$ cat src/rtl/cpu_pkg.sv
// Shared CPU package: datapath widths, memory access-size and writeback-source encodings.
// Imported by the pipeline stages and the alignment checker.
package cpu_pkg;

    localparam int DATA_W = 32;
    localparam int ADDR_W = 16;
    localparam int RF_AW  = 5;

    // Memory access size select
    localparam logic [1:0] MEM_SEL_B = 2'b00;
    localparam logic [1:0] MEM_SEL_H = 2'b01;
    localparam logic [1:0] MEM_SEL_W = 2'b11;

    // Writeback source select
    localparam logic [1:0] WB_SEL_ALU = 2'b00;
    localparam logic [1:0] WB_SEL_MEM = 2'b01;
    localparam logic [1:0] WB_SEL_PC4 = 2'b10;

endpackage

$ cat src/rtl/mem_align_chk.sv
// Combinational alignment check for a data memory access.
// Ports: adr_i[1:0] low address bits, sel_i access size, access_i access is live,
//        misalign_o access is misaligned or uses the illegal size code 2'b10.
module mem_align_chk
    import cpu_pkg::*;
(
    input  logic [1:0] adr_i,
    input  logic [1:0] sel_i,
    input  logic       access_i,
    output logic       misalign_o
);

    always_comb begin
        misalign_o = 1'b0;
        if (access_i) begin
            case (sel_i)
                MEM_SEL_B: misalign_o = 1'b0;
                MEM_SEL_H: misalign_o = adr_i[0];
                MEM_SEL_W: misalign_o = |adr_i;
                default:   misalign_o = 1'b1;
            endcase
        end
    end

endmodule

$ cat src/rtl/ex_mem_reg.sv
// EX/MEM pipeline register: latches EX results/control, qualifies stores and writebacks
// against bubbles and misalignment, and exposes load-use info to the hazard unit.
// Ports: clk_i, reset_i (async, active-high), stall_i, flush_i, EX-side *_i fields,
//        MEM-side *_o fields, misalign_o, load_in_mem_o, load_cnt_o, store_cnt_o.
// Optional: define MEM_ACCESS_CNT_EN to build the load/store access counters.
module ex_mem_reg #(
    parameter int DATA_W = cpu_pkg::DATA_W,
    parameter int ADDR_W = cpu_pkg::ADDR_W,
    parameter int RF_AW  = cpu_pkg::RF_AW
) (
    input  logic              clk_i,
    input  logic              reset_i,
    input  logic              stall_i,
    input  logic              flush_i,
    input  logic              valid_i,
    input  logic [DATA_W-1:0] alu_res_i,
    input  logic [DATA_W-1:0] st_data_i,
    input  logic              mem_we_i,
    input  logic              mem_re_i,
    input  logic [1:0]        mem_data_sel_i,
    input  logic [1:0]        wb_sel_i,
    input  logic              reg_we_i,
    input  logic [RF_AW-1:0]  rd_i,
    input  logic [DATA_W-1:0] pc4_i,
    output logic              valid_o,
    output logic [ADDR_W-1:0] adr_o,
    output logic [DATA_W-1:0] alu_res_o,
    output logic [DATA_W-1:0] st_data_o,
    output logic              mem_we_o,
    output logic [1:0]        mem_data_sel_o,
    output logic [1:0]        wb_sel_o,
    output logic              reg_we_o,
    output logic [RF_AW-1:0]  rd_o,
    output logic [DATA_W-1:0] pc4_o,
    output logic              misalign_o,
    output logic              load_in_mem_o,
    output logic [31:0]       load_cnt_o,
    output logic [31:0]       store_cnt_o
);

    logic              valid_r;
    logic [DATA_W-1:0] alu_res_r;
    logic [DATA_W-1:0] st_data_r;
    logic              mem_we_r;
    logic              mem_re_r;
    logic [1:0]        sel_r;
    logic [1:0]        wb_sel_r;
    logic              reg_we_r;
    logic [RF_AW-1:0]  rd_r;
    logic [DATA_W-1:0] pc4_r;

    always_ff @(posedge clk_i or posedge reset_i) begin
        if (reset_i) begin
            valid_r   <= 1'b0;
            alu_res_r <= '0;
            st_data_r <= '0;
            mem_we_r  <= 1'b0;
            mem_re_r  <= 1'b0;
            sel_r     <= '0;
            wb_sel_r  <= '0;
            reg_we_r  <= 1'b0;
            rd_r      <= '0;
            pc4_r     <= '0;
        end else if (flush_i) begin
            valid_r   <= 1'b0;
            alu_res_r <= '0;
            st_data_r <= '0;
            mem_we_r  <= 1'b0;
            mem_re_r  <= 1'b0;
            sel_r     <= '0;
            wb_sel_r  <= '0;
            reg_we_r  <= 1'b0;
            rd_r      <= '0;
            pc4_r     <= '0;
        end else if (!stall_i) begin
            valid_r   <= valid_i;
            alu_res_r <= alu_res_i;
            st_data_r <= st_data_i;
            mem_we_r  <= valid_i & mem_we_i;
            // A store that also claims to read is handled as a pure store
            mem_re_r  <= valid_i & mem_re_i & ~mem_we_i;
            sel_r     <= mem_data_sel_i;
            wb_sel_r  <= wb_sel_i;
            reg_we_r  <= valid_i & reg_we_i;
            rd_r      <= rd_i;
            pc4_r     <= pc4_i;
        end
    end

    logic mis;

    mem_align_chk u_align (
        .adr_i      (alu_res_r[1:0]),
        .sel_i      (sel_r),
        .access_i   (valid_r & (mem_we_r | mem_re_r)),
        .misalign_o (mis)
    );

    assign valid_o        = valid_r;
    assign adr_o          = alu_res_r[ADDR_W-1:0];
    assign alu_res_o      = alu_res_r;
    assign st_data_o      = st_data_r;
    assign mem_data_sel_o = sel_r;
    assign wb_sel_o       = wb_sel_r;
    assign pc4_o          = pc4_r;
    assign misalign_o     = mis;
    assign mem_we_o       = valid_r & mem_we_r & ~mis;
    assign reg_we_o       = valid_r & reg_we_r & ~(mem_re_r & mis);
    assign rd_o           = reg_we_o ? rd_r : '0;
    assign load_in_mem_o  = valid_r & mem_re_r & ~mis;

`ifdef MEM_ACCESS_CNT_EN
    logic [31:0] load_cnt_r;
    logic [31:0] store_cnt_r;

    // An access counts on the cycle it leaves MEM, so a stalled one counts once
    always_ff @(posedge clk_i or posedge reset_i) begin
        if (reset_i) begin
            load_cnt_r  <= '0;
            store_cnt_r <= '0;
        end else if (!stall_i) begin
            if (load_in_mem_o)
                load_cnt_r <= load_cnt_r + 32'd1;
            if (mem_we_o)
                store_cnt_r <= store_cnt_r + 32'd1;
        end
    end

    assign load_cnt_o  = load_cnt_r;
    assign store_cnt_o = store_cnt_r;
`else
    assign load_cnt_o  = '0;
    assign store_cnt_o = '0;
`endif

endmodule

$ cat config.mk
export PLATFORM = sky130hd
export DESIGN_NAME = ex_mem_reg
export DESIGN_NICKNAME = d
export VERILOG_FILES = /design/src/rtl/cpu_pkg.sv /design/src/rtl/mem_align_chk.sv /design/src/rtl/ex_mem_reg.sv
export SDC_FILE = /design/constraint.sdc
export NUM_CORES = 1
export LEC_CHECK = 0
export ABC_AREA = 1
export CORE_ASPECT_RATIO = 0.5
export CORE_MARGIN = 3
export CORE_UTILIZATION = 30
export DETAILED_ROUTE_END_ITERATION = 8
export HOLD_SLACK_MARGIN = 0.08
export PLACE_DENSITY = 0.67
export SETUP_SLACK_MARGIN = 0.3
export SLEW_MARGIN = 20
export SYNTH_ARGS = -nofsm -noshare
export SYNTH_HDL_FRONTEND = slang
export SYNTH_SLANG_ARGS = --single-unit
export TNS_END_PERCENT = 50
$ cat constraint.sdc
create_clock -name clk_i -period 10.9 [get_ports clk_i]
set_input_delay 2.725 -clock clk_i [delete_from_list [all_inputs] [get_ports clk_i]]
set_output_delay 2.725 -clock clk_i [all_outputs]
set_load 0.005 [all_outputs]
==> flow_summary.json <==
{
  "slew_viol_final": 0,
  "regArea_um2": 2730,
  "numCtsBuffers": 9,
  "die-area_um2": 18200,
  "period_minus_slack_ns": 4.66,
  "switching_power_mw": 0.232,
  "arrival_ns": 1.94,
  "yosys.area.top_type": "dfrtp_1",
  "p_sw_share_pct": 25.1,
  "design_area_um2": 7430,
  "synth_area_per_cell_um2": 8.65,
  "die_w_um": 188,
  "hold_viol": 0,
  "rsz0062_at_grt": "no",
  "synth_xor_area_share_pct": 0,
  "fin_nets": 888,
  "synthAdderAreaFrac_pct": 0,
  "irDropWorstVdd_mv": 0.0902,
  "fp.dieH_um": 96.9,
  "grt_pass1_vias": 4315,
  "start_util_pct": 31.4,
  "grt_first_pass_wirelength_um": 24000,
  "power.density_nw_per_um2": 124,
  "track_usage_pct": 16.4,
  "synth_common_cells": "nand2_1, dfrtp_1, nand3_1, buf_4, buf_2",
  "grt_max_degree": 107,
  "finalCritPeriodShare_pct": 42.8,
  "clk_latency_ns": 0.34,
  "tns_ns": 0,
  "synth_area_um2": 4960,
  "area_delta_synth_final_pct": 49.9,
  "num_vias": 4346,
  "crit_fanout": 6,
  "synthArstFlopShare_pct": 100,
  "diodes": 0,
  "vias_per_cell": 4.34,
  "gr-total-overflow": 0,
  "synth.most_common_cell": "nand2_1",
  "pwr-share-clk_pct": 35.9,
  "cts_max_level": 3,
  "finClkSkew_ns": 0,
  "layout-drive-gt1-share_pct": 2.95,
  "firstDrtPassIters": 5,
  "cts_tree": "built",
  "crit_type": "flip-flop to output port",
  "synth_area_leaders": "dfrtp_1, nand2_1, buf_4",
  "p_int_mw": 0.692,
  "cts_sinks": 109,
  "hold_path_class": "flip-flop to flip-flop",
  "leakage_nw": 3.63,
  "synthCells": 573,
  "wire_per_inst_um": 15.1,
  "dpl-instance-area_um2": 7120,
  "r2r_cells": 2,
  "drt_iter0_markers": 238,
  "path_clk_slew_ns": 0.08,
  "cts_setup_buffers": 0,
  "max_cap_violations": 0,
  "synth-main-ff-cell": "dfrtp_1",
  "synth_warnings": 0,
  "dpl.hpwl_um": 10600,
  "synth_top_family_by_area": "simple AND/OR/NAND/NOR gates",
  "netlist.area_leader.share_pct": 55.0,
  "place_congestion": 0.763,
  "synthSimpleGateAreaFrac_pct": 27.3,
  "num_rows": 32,
  "io_pins": 303,
  "synth_edf_count": 0,
  "drc": 0,
  "multi_input_area_um2": 1650,
  "postCtsHoldBufs": 0,
  "worstMarginPinSlew_ns": 0.824,
  "ctsLongestPathBuffers": 2,
  "ant_nets": 0,
  "slew_headroom_pct": 45.1,
  "ctsRootBufferMaster": "clkbuf_16",
  "seq_area_frac_synth_pct": 55.0,
  "synth_compound_area_share_pct": 1.14,
  "synth-seq-cells": 109,
  "synth_cell_types": 15,
  "postRouteWirelength_um": 15100,
  "critPathCaptureType": "output port",
  "synthMuxAreaShare_pct": 0,
  "core-area_um2": 15800,
  "cts_resized": 0,
  "num-fill-cells": 1470,
  "max_freq_ghz": 0.214,
  "setup_viol": 0,
  "worstSetupStartpointType": "flip-flop",
  "hold_depth": 2,
  "power_frac_seq_pct": 47.6,
  "required_ns": 8.18,
  "antenna_found_initial": 0,
  "p_comb_share_pct": 16.5,
  "status": "completed",
  "portBuffers": 238
}
area by class of cell:
type | count | area share, %
Timing Repair Buffer | 241 | 32.5
Tap cell | 221 | 3.72
Multi-Input combinational cell | 399 | 22.2
Sequential cell | 109 | 36.7
Clock inverter | 7 | 1.03
Clock buffer | 9 | 3.03
Inverter | 15 | 0.792
state kept, by name (all words and copies together), names as in the netlist, 2 cells and up:
register,flops
mem_data_sel_o,2
pc4_o,32
alu_res_o,32
rd_r,5
wb_sel_o,2
st_data_o,32
worst max-delay path, cell delays in order, from the launching register on:
cell             delay [ns]
dfrtp_1                0.41
inv_1                  0.09
nand2_1                0.06
nand2_1                0.07
nand2_1                0.09
nand2_1                0.07
nand2_1                0.15
nor2_1                 0.13
clkdlybuf4s50_1        0.54
logic make-up after synthesis:
family          after synthesis
simple gates                324
buf+inv                     128
flops                       109
compound gates               11
other cells                   1
cells in the final DEF (no fill, tap or decap):
cell,count
a21oi_1,1
buf_4,1
buf_6,3
bufinv_16,1
clkbuf_16,9
clkdlybuf4s50_1,237
clkinv_2,1
clkinv_4,3
clkinvlp_4,2
conb_1,64
dfrtp_1,109
inv_1,13
inv_2,1
inv_4,1
nand2_1,215
nand3_1,101
nor2_1,5
nor2_4,1
nor3_1,2
o21ai_0,9
o22ai_1,1
metrics by stage:
stage / setup WS, ns / cells / hold slack [ns] / util, % / total power, mW
2_1_floorplan: 5.30 / 636 / 0.475 / - / 0.516
3_5_place_dp: 6.10 / 985 / 0.494 / 45.1 / 0.601
4_1_cts: 6.21 / 1001 / 0.513 / 47.0 / 0.940
5_1_grt: 6.08 / 1001 / 0.536 / 47.1 / 0.970
6_report: 6.24 / 1001 / 0.506 / 47.1 / 0.924
3_3_place_gp: 6.12 / 985 / 0.489 / 45.1 / 0.599
metal layers:
metal / wire length, µm / global-route usage (%)
met5: 0 / 0
met4: 359 / 5.30
met3: 593 / 2.61
met2: 8340 / 31.1
met1: 5820 / 18.9
power by group through the flow:
stage	Combinational [mW]	Clock, mW	Sequential [mW]
floorplan	0.0683	0	0.448
global placement	0.152	0	0.448
detailed placement	0.154	0	0.448
CTS	0.154	0.345	0.440
global route	0.166	0.360	0.443
finish	0.152	0.331	0.440
worst paths after layout:
kind | slack, ns | end | start
min reg2reg | 0.51 | pc4_o[19]$_DFFE_PP0P_ | pc4_o[19]$_DFFE_PP0P_
max in group asynchronous | 7.10 | st_data_o[5]$_DFFE_PP0P_ | reset_i
max reg2reg | 10.12 | valid_o$_DFFE_PP0P_ | valid_o$_DFFE_PP0P_
max | 6.24 | rd_o[1] | alu_res_o[1]$_DFFE_PP0P_
min | 0.51 | pc4_o[19]$_DFFE_PP0P_ | pc4_o[19]$_DFFE_PP0P_
min in group asynchronous | 2.70 | alu_res_o[23]$_DFFE_PP0P_ | reset_i
No activity file was read; power rests on OpenSTA's default activity.
